==> src/rtl/product_acc_pkg.sv <==
// ---------------------------------------------------------------------------
// product_acc_pkg
// Shared definitions for the product accumulator slice.
//   - acc_state_e : accumulator FSM states (ACCUM collects beats, HOLD
//                   presents a finished sum until it is taken)
//   - *_DEF       : default widths for product, accumulator and term counter
//   - max_val()   : all-ones value of a given width (saturation limits)
// ---------------------------------------------------------------------------
package product_acc_pkg;

  typedef enum logic [0:0] {
    ACCUM = 1'b0,
    HOLD  = 1'b1
  } acc_state_e;

  localparam int PROD_W_DEF = 32;
  localparam int ACC_W_DEF  = 40;
  localparam int CNT_W_DEF  = 8;

  // All-ones value of 'width' bits, computed on 64 bits so that callers
  // can truncate it to their own width with a cast.
  function automatic logic [63:0] max_val(input int unsigned width);
    if (width >= 64) begin
      return '1;
    end
    return (64'd1 << width) - 64'd1;
  endfunction

endpackage

==> src/rtl/product_accumulator_adder.sv <==
// ---------------------------------------------------------------------------
// acc_adder
// Purely combinational ACC_W-bit adder with carry-out. Adds a zero-extended
// PROD_W-bit product to the running accumulator.
// Build option: PRODUCT_ACCUMULATOR_SAT_EN
//   defined   -> on carry-out the sum is clamped to all ones
//   undefined -> the sum wraps modulo 2^ACC_W
// The carry-out is reported in both builds.
// Ports:
//   acc_i    [ACC_W-1:0]  current accumulator value
//   addend_i [PROD_W-1:0] unsigned product to add
//   sum_o    [ACC_W-1:0]  next accumulator value
//   carry_o               carry out of the ACC_W-bit add
// ---------------------------------------------------------------------------
module acc_adder
  import product_acc_pkg::*;
#(
  parameter int PROD_W = PROD_W_DEF,
  parameter int ACC_W  = ACC_W_DEF
) (
  input  logic [ACC_W-1:0]  acc_i,
  input  logic [PROD_W-1:0] addend_i,
  output logic [ACC_W-1:0]  sum_o,
  output logic              carry_o
);

  // One extra bit catches the carry; ACC_W >= PROD_W so the cast only
  // ever zero-extends the product.
  logic [ACC_W:0] full_sum;

  always_comb begin
    full_sum = {1'b0, acc_i} + (ACC_W+1)'(addend_i);
  end

  assign carry_o = full_sum[ACC_W];

`ifdef PRODUCT_ACCUMULATOR_SAT_EN
  localparam logic [ACC_W-1:0] ACC_MAX = ACC_W'(max_val(ACC_W));

  // Once clamped, any further non-zero addend carries again and a zero
  // addend leaves the value alone, so saturation is sticky by itself.
  assign sum_o = carry_o ? ACC_MAX : full_sum[ACC_W-1:0];
`else
  assign sum_o = full_sum[ACC_W-1:0];
`endif

endmodule

==> src/rtl/product_accumulator.sv <==
// ---------------------------------------------------------------------------
// product_accumulator
// Sums a vector of unsigned products (one beat per cycle, delimited by
// in_last) into a dot-product result presented on a valid/ready output,
// together with a saturating term count and a sticky overflow flag.
// Build option: PRODUCT_ACCUMULATOR_SAT_EN (see acc_adder) selects
// saturating instead of wrapping accumulation.
// Ports:
//   clk, rst_n              clock (rising edge), async active-low reset
//   clear                   synchronous abort of partial/pending vector
//   in_valid/in_ready       product beat handshake
//   in_product [PROD_W-1:0] unsigned product
//   in_last                 final beat of the vector
//   out_valid/out_ready     result handshake
//   out_sum [ACC_W-1:0]     vector sum
//   out_count [CNT_W-1:0]   number of terms (saturating)
//   out_ovf                 sum exceeded 2^ACC_W-1 within the vector
// ---------------------------------------------------------------------------
module product_accumulator
  import product_acc_pkg::*;
#(
  parameter int PROD_W = PROD_W_DEF,
  parameter int ACC_W  = ACC_W_DEF,
  parameter int CNT_W  = CNT_W_DEF
) (
  input  logic              clk,
  input  logic              rst_n,
  input  logic              clear,
  input  logic              in_valid,
  output logic              in_ready,
  input  logic [PROD_W-1:0] in_product,
  input  logic              in_last,
  output logic              out_valid,
  input  logic              out_ready,
  output logic [ACC_W-1:0]  out_sum,
  output logic [CNT_W-1:0]  out_count,
  output logic              out_ovf
);

  localparam logic [CNT_W-1:0] CNT_MAX = CNT_W'(max_val(CNT_W));

  acc_state_e        state_q, state_d;
  logic [ACC_W-1:0]  acc_q, acc_d;
  logic [CNT_W-1:0]  cnt_q, cnt_d;
  logic              ovf_q, ovf_d;
  logic [ACC_W-1:0]  out_sum_q, out_sum_d;
  logic [CNT_W-1:0]  out_count_q, out_count_d;
  logic              out_ovf_q, out_ovf_d;

  logic [ACC_W-1:0]  add_sum;
  logic              add_carry;
  logic [CNT_W-1:0]  cnt_inc;

  acc_adder #(
    .PROD_W (PROD_W),
    .ACC_W  (ACC_W)
  ) u_adder (
    .acc_i    (acc_q),
    .addend_i (in_product),
    .sum_o    (add_sum),
    .carry_o  (add_carry)
  );

  // Handshake flags come straight from the state register, so neither
  // in_ready nor out_valid has a combinational path from any input.
  assign in_ready  = (state_q == ACCUM);
  assign out_valid = (state_q == HOLD);
  assign out_sum   = out_sum_q;
  assign out_count = out_count_q;
  assign out_ovf   = out_ovf_q;

  // Term counter sticks at its maximum instead of wrapping.
  always_comb begin
    cnt_inc = (cnt_q == CNT_MAX) ? cnt_q : cnt_q + CNT_W'(1);
  end

  // Next-state logic. clear overrides everything; the output registers are
  // deliberately left alone by clear so they keep their last values.
  always_comb begin
    state_d     = state_q;
    acc_d       = acc_q;
    cnt_d       = cnt_q;
    ovf_d       = ovf_q;
    out_sum_d   = out_sum_q;
    out_count_d = out_count_q;
    out_ovf_d   = out_ovf_q;

    if (clear) begin
      state_d = ACCUM;
      acc_d   = '0;
      cnt_d   = '0;
      ovf_d   = 1'b0;
    end else begin
      case (state_q)
        ACCUM: begin
          if (in_valid) begin
            if (in_last) begin
              // Publish the total including this beat and start the next
              // vector from zero on the same edge.
              out_sum_d   = add_sum;
              out_count_d = cnt_inc;
              out_ovf_d   = ovf_q | add_carry;
              acc_d       = '0;
              cnt_d       = '0;
              ovf_d       = 1'b0;
              state_d     = HOLD;
            end else begin
              acc_d = add_sum;
              cnt_d = cnt_inc;
              ovf_d = ovf_q | add_carry;
            end
          end
        end
        HOLD: begin
          if (out_ready) begin
            state_d = ACCUM;
          end
        end
        default: begin
          state_d = ACCUM;
        end
      endcase
    end
  end

  // State and datapath registers with asynchronous reset.
  always_ff @(posedge clk or negedge rst_n) begin
    if (!rst_n) begin
      state_q     <= ACCUM;
      acc_q       <= '0;
      cnt_q       <= '0;
      ovf_q       <= 1'b0;
      out_sum_q   <= '0;
      out_count_q <= '0;
      out_ovf_q   <= 1'b0;
    end else begin
      state_q     <= state_d;
      acc_q       <= acc_d;
      cnt_q       <= cnt_d;
      ovf_q       <= ovf_d;
      out_sum_q   <= out_sum_d;
      out_count_q <= out_count_d;
      out_ovf_q   <= out_ovf_d;
    end
  end

endmodule

==> config.mk <==
export PLATFORM = sky130hd
export DESIGN_NAME = product_accumulator
export DESIGN_NICKNAME = d
export VERILOG_FILES = /design/src/rtl/product_acc_pkg.sv /design/src/rtl/product_accumulator_adder.sv /design/src/rtl/product_accumulator.sv
export SDC_FILE = /design/constraint.sdc
export NUM_CORES = 1
export LEC_CHECK = 0
export CORE_ASPECT_RATIO = 0.8
export CORE_MARGIN = 2
export CORE_UTILIZATION = 50
export DETAILED_ROUTE_END_ITERATION = 8
export PLACE_DENSITY = 0.77
export SETUP_SLACK_MARGIN = 0.02
export SLEW_MARGIN = 5
export SYNTH_ARGS = -nofsm -noshare
export SYNTH_HDL_FRONTEND = slang
export SYNTH_HIERARCHICAL = 1
export SYNTH_SLANG_ARGS = --single-unit
==> constraint.sdc <==
create_clock -name clk -period 2.39 [get_ports clk]
set_input_delay 0.478 -clock clk [delete_from_list [all_inputs] [get_ports clk]]
set_output_delay 0.478 -clock clk [all_outputs]
set_load 0.02 [all_outputs]
# ---- Yosys cells after proc, flatten, opt, wreduce, memory -nomap -nowiden
# Cells that the tools add are included.
# Widths: inputs -> output; s select.
dict set report op_classes {
  div_mod_pow 0
  magnitude_cmp 0
  mul 0
  n_reduce_logical 3
  n_shift 0
  eq_ne 2
  n_addsub 2
  n_mux 18
  bitwise 3
}
# cell count
set op_table {}
lappend op_table {{$mux 40} 4}
lappend op_table {{$add 40x32->41} 1}
lappend op_table {{$mux 8} 5}
lappend op_table {{$add 8x1->8 const B} 1}
lappend op_table {{$eq 8x8->1 const B} 1}
lappend op_table {{$mux 1} 8}
lappend op_table {{$reduce_and 4->1} 1}
lappend op_table {{$ne 2x2->1 const B} 1}
lappend op_table {{$not 1->1} 2}
lappend op_table {{$pmux 1 s2} 1}
lappend op_table {{$reduce_and 2->1} 1}
lappend op_table {{$reduce_bool 2->1} 1}
lappend op_table {{$or 1x1->1} 1}
dict set report word_totals {
  input_bits 38
  ram_bits 0
  latchBits 0
  memories 0
  romBits 0
  register_bits 99
  elab_cells 35
  out_inout_bits 51
}

# ---- Logic depth before layout (Yosys ltp)
dict set report logic_depth {
  ltp_word 6
  depth_mapped 10
  depth_no_buf 10
}

# ---- By module
# Netlist, hierarchy kept.
# mod seq_area_each_um2 area_each_um2 instances cells_per_inst
set by_module_without_submodules {}
lappend by_module_without_submodules {product_accumulator 2477.4 3948.8 1 366}
lappend by_module_without_submodules {acc_adder 0.0 2376.0 1 342}

# ---- Worst setup path before layout
# No wires, ideal clock.
dict set report synth_timing {
  path_type {input to register}
  start {input in_product[18]}
  end {register acc_q[37]}
  path_buffers 1
  arrival_ps 2226
  required_time_ps 2269
  slack_ps 43
  stages 9
  setup_time_ps 121
  cell_sequence {ha_1 > buf_4 > a21o_1 > a311oi_1 > o221ai_1 > a22o_1 > o2111ai_1 > o311ai_1 > a22o_1}
}
dict set report synth_via {
  elab_chain_len 5
}
# item line
set synth_rtl {}
lappend synth_rtl {{from (decl)} product_accumulator.sv:31} ;# input logic [PROD_W-1:0] in_product,
lappend synth_rtl {{$add 40x32->41} product_accumulator_adder.sv:32} ;# full_sum = {1'b0, acc_i} + (ACC_W+1)'(addend_i);
lappend synth_rtl {{via add_sum[37]} product_accumulator.sv:50} ;# logic [ACC_W-1:0] add_sum;
lappend synth_rtl {{$mux 40} product_accumulator.sv:97} ;# if (in_last) begin
lappend synth_rtl {{$mux 40} product_accumulator.sv:96} ;# if (in_valid) begin
lappend synth_rtl {{$mux 40} product_accumulator.sv:94} ;# case (state_q)
lappend synth_rtl {{$mux 40} product_accumulator.sv:88} ;# if (clear) begin
lappend synth_rtl {{to (signal assigned)} product_accumulator.sv:130} ;# acc_q <= '0;
lappend synth_rtl {{to (signal assigned)} product_accumulator.sv:138} ;# acc_q <= acc_d;
lappend synth_rtl {{to (decl)} product_accumulator.sv:43} ;# logic [ACC_W-1:0] acc_q, acc_d;
# The timed path passes the listed nets, and every way through them passes these cells. The select of a mux whose other input is x is not followed.
# A chain may end at the register's enable or synchronous reset.

# ---- Worst setup path in the final report
dict set report layout_timing {
  start {register acc_q[5]}
  end {register acc_q[29]}
}
dict set report layout_via {
  elab_chain_len 5
}
# item line
set layout_rtl {}
lappend layout_rtl {{$add 40x32->41} product_accumulator_adder.sv:32}
lappend layout_rtl {{via add_sum[29]} product_accumulator.sv:50}
lappend layout_rtl {{$mux 40} product_accumulator.sv:97}
lappend layout_rtl {{$mux 40} product_accumulator.sv:96}
lappend layout_rtl {{$mux 40} product_accumulator.sv:94}
lappend layout_rtl {{$mux 40} product_accumulator.sv:88}
# The timed path passes the listed nets, and every way through them passes these cells. The select of a mux whose other input is x is not followed.

==> impl_metrics.py <==
metrics = {
    "status": {
        "status": "finished with violations",
        "violations": "negative setup slack",
    },
    "placement": {
        "io_buffers": 88,
        "dp_hpwl_um": 13320,
        "place_congestion": 0.9399,
        "preCtsSetupSlack_ns": -0.7173,
        "dp_cells": 1046,
    },
    "detailed_routing": {
        "drcViolationCount": 0,
        "routedWlPerCell_um": 20.58,
        "finalWirelength_um": 22480,
        "first_pass_iters": 6,
        "vias": 6877,
        "vias_per_cell": 6.298,
        "drtIter0Drc": 797,
        "ant_nets": 0,
    },
    "synthesis": {
        "synth_warnings": 6,
        "synth_edf_count": 0,
        "synth_area_um2": 6325,
        "ys.flop_type": "dfrtp_1",
        "synth_most_common_cell": "nand2_1",
        "synthArstFlopShare_pct": 100.0,
        "syn_inst": 708,
        "ys_seq_area_share_pct": 39.17,
        "avgSynthCellArea_um2": 8.933,
        "ys_top_cells_by_area": "dfrtp_1 (39%), nand2_1 (9.9%), ha_1 (6.5%), a22o_1 (5.7%), a21oi_1 (3.7%)",
        "synth_top_area_share_pct": 39.17,
        "synthesis.nets": 780,
        "synthTopCellsByCount": "nand2_1 (167), dfrtp_1 (99), a21oi_1 (47)",
        "yosys.area.top_type": "dfrtp_1",
        "yosysUniqueCellTypes": 79,
        "synth_seq_cells": 99,
    },
    "sta": {
        "worst_pin_slew_ns": 1.007,
        "fin_crit_ns": 2.490,
        "setup_violations": 14,
        "rsz0062_at_grt": "yes",
        "setup_slack_ns": -0.09963,
        "slew_violations": 0,
        "setup_tns_ns": -0.5050,
        "skew_ns": 0.007298,
        "fin_crit_sh_pct": 104.2,
        "hold_viol_final": 0,
        "fmax_ghz": 0.4017,
        "slew_headroom_pct": 32.77,
    },
    "critical_path": {
        "worst-setup-path-type": "reg2reg",
        "r2r_start": "acc_q[5]",
        "cp_max_fo": 5,
        "end_kind": "register",
        "reg2reg_depth": 9,
        "rrSetupSlack_ns": -0.1,
        "critical_path_required_ns": 2.64,
        "startpoint_type": "register",
        "r2r-end": "acc_q[29]",
        "worstPathArrival_ns": 2.74,
    },
    "die": {
        "chipWidth_um": 129.7,
        "ios": 89,
        "core-area_um2": 12250,
        "die_h_um": 104.6,
        "die_area_um2": 13570,
        "initial_core_util_pct": 51.62,
        "rows": 36,
    },
    "global_route": {
        "first_global_vias": 6338,
        "grt_pass1_wl_um": 32220,
        "grt_max_degree": 49,
        "grt_remaining_overflow": 0,
        "antenna_found_initial": 0,
        "grt_use_total_pct": 29.85,
    },
    "final_layout": {
        "final_core_util_pct": 78.38,
        "drive_gt1_share_pct": 32.03,
        "diodes": 0,
        "stdcell_count": 1092,
        "finalNetCount": 988,
        "area_delta_synth_final_pct": 51.83,
    },
    "clock_tree": {
        "hold_buffers": 0,
        "clock-sinks": 99,
        "clock_path_buffers": 2,
        "numCtsBuffers": 9,
        "cts-root-buf": "clkbuf_16",
        "cts_tree": "done",
        "clock_latency_ns": 0.36,
        "htreeDepth": 3,
        "clk_pin_slew_ns": 0.07,
    },
    "power_and_ir_drop": {
        "peakVddDrop_mv": 0.5975,
        "power.density_nw_per_um2": 561.6,
        "leakage_nw": 4.385,
    },
    "job": {
        "maxCapViolations": 0,
    },
    "worst_hold_path": {
        "hold_class": "in2async",
    },
}
layout make-up:
type | count | area, µm²
tap | 171 | 214.0
timing repair buffer | 235 | 2028
clock buffer | 12 | 256.5
inverter | 20 | 75.07
sequential | 99 | 2480
multi-input combinational | 551 | 4501
clock inverter | 4 | 48.80
fill | 703 | 2649
where the power goes:
group	total (mW)	leakage, nW	switching [mW]	internal [mW]
Clock	1.51	0.153	0.641	0.867
Combinational	1.91	2.92	1.01	0.895
Sequential	1.98	1.32	0.124	1.85
Total	5.39	4.38	1.78	3.61
cells in the final DEF (no fill, tap or decap), drive strengths merged, types with 10 or more instances in the layout:
cell type / n
o21ai: 31
nor3: 13
clkbuf: 12
a22o: 42
nor2: 34
xor2: 10
nand3: 11
nand4: 13
inv: 20
dlygate4sd2: 22
xnor2: 19
o21a: 12
buf: 148
clkdlybuf4s50: 63
nand2: 167
a21oi: 49
a21o: 14
dfrtp: 99
ha: 33
kinds of logic (layout without fill, tap and decap cells):
group | after synthesis | after routing | synth area share, %
AO/OA/AOI/OAI | 211 | 211 | 24.85
XOR/XNOR | 29 | 29 | 4.016
adder cells (fa/ha/maj) | 34 | 34 | 6.845
buffers and inverters | 58 | 271 | 4.431
flip-flops | 99 | 99 | 39.17
multiplexers | 2 | 2 | 0.3363
AND/OR/NAND/NOR | 275 | 275 | 20.36
state kept, by name (all words and copies together), names as in the netlist:
register   count
acc_q         40
out_sum       40
cnt_q          8
out_count      8
out_ovf        1
out_valid      1
ovf_q          1
critical path, stage by stage (launching register included):
cell and delay, ns:
dfrtp_1 0.45, ha_4 0.34, nand4_4 0.12, nor4_4 0.43, o211ai_1 0.14, buf_4 0.17
a31oi_4 0.23, nand4bb_1 0.21, nand3_2 0.10, a22o_1 0.19
routing by layer:
layer	global-route usage, %	vias to the layer above	wire, µm
met5	0	-	0
met4	8.679	0	1091
met3	6.144	137	1807
met2	47.16	460	10440
met1	41.49	3306	9141
li1	-	2974	-
worst max path at each step:
stage / end / cells after the start / startpoint
finish: acc_q[29] / 9 / acc_q[5]
global route: acc_q[29] / 9 / acc_q[5]
CTS: acc_q[29] / 10 / acc_q[1]
detailed placement: acc_q[29] / 9 / in_product[18]
global placement: acc_q[38] / 11 / in_product[0]
floorplan: acc_q[37] / 9 / in_product[18]
timing repair:
| action | 4_1_cts | 5_1_grt |
|---|---|---|
| endpoints found under the setup margin | 54 | 50 |
| pin swaps | 51 | 59 |
| endpoints found under the hold margin | 0 | 0 |
| setup buffers | 15 | 16 |
| gates cloned | 0 | 0 |
| gates resized for setup | 117 | 59 |
per-stage QoR:
stage / power [mW] / hold WS [ns] / area, µm²
2_1_floorplan: 2.775 / 0.1824 / 6325
3_3_place_gp: 3.509 / 0.4570 / 8148
3_5_place_dp: 3.553 / 0.4617 / 8148
4_1_cts: 5.224 / 0.1313 / 9169
5_1_grt: 5.603 / 0.1465 / 9603
6_report: 5.393 / 0.1159 / 9603
Power figures use the tool's default switching activity.
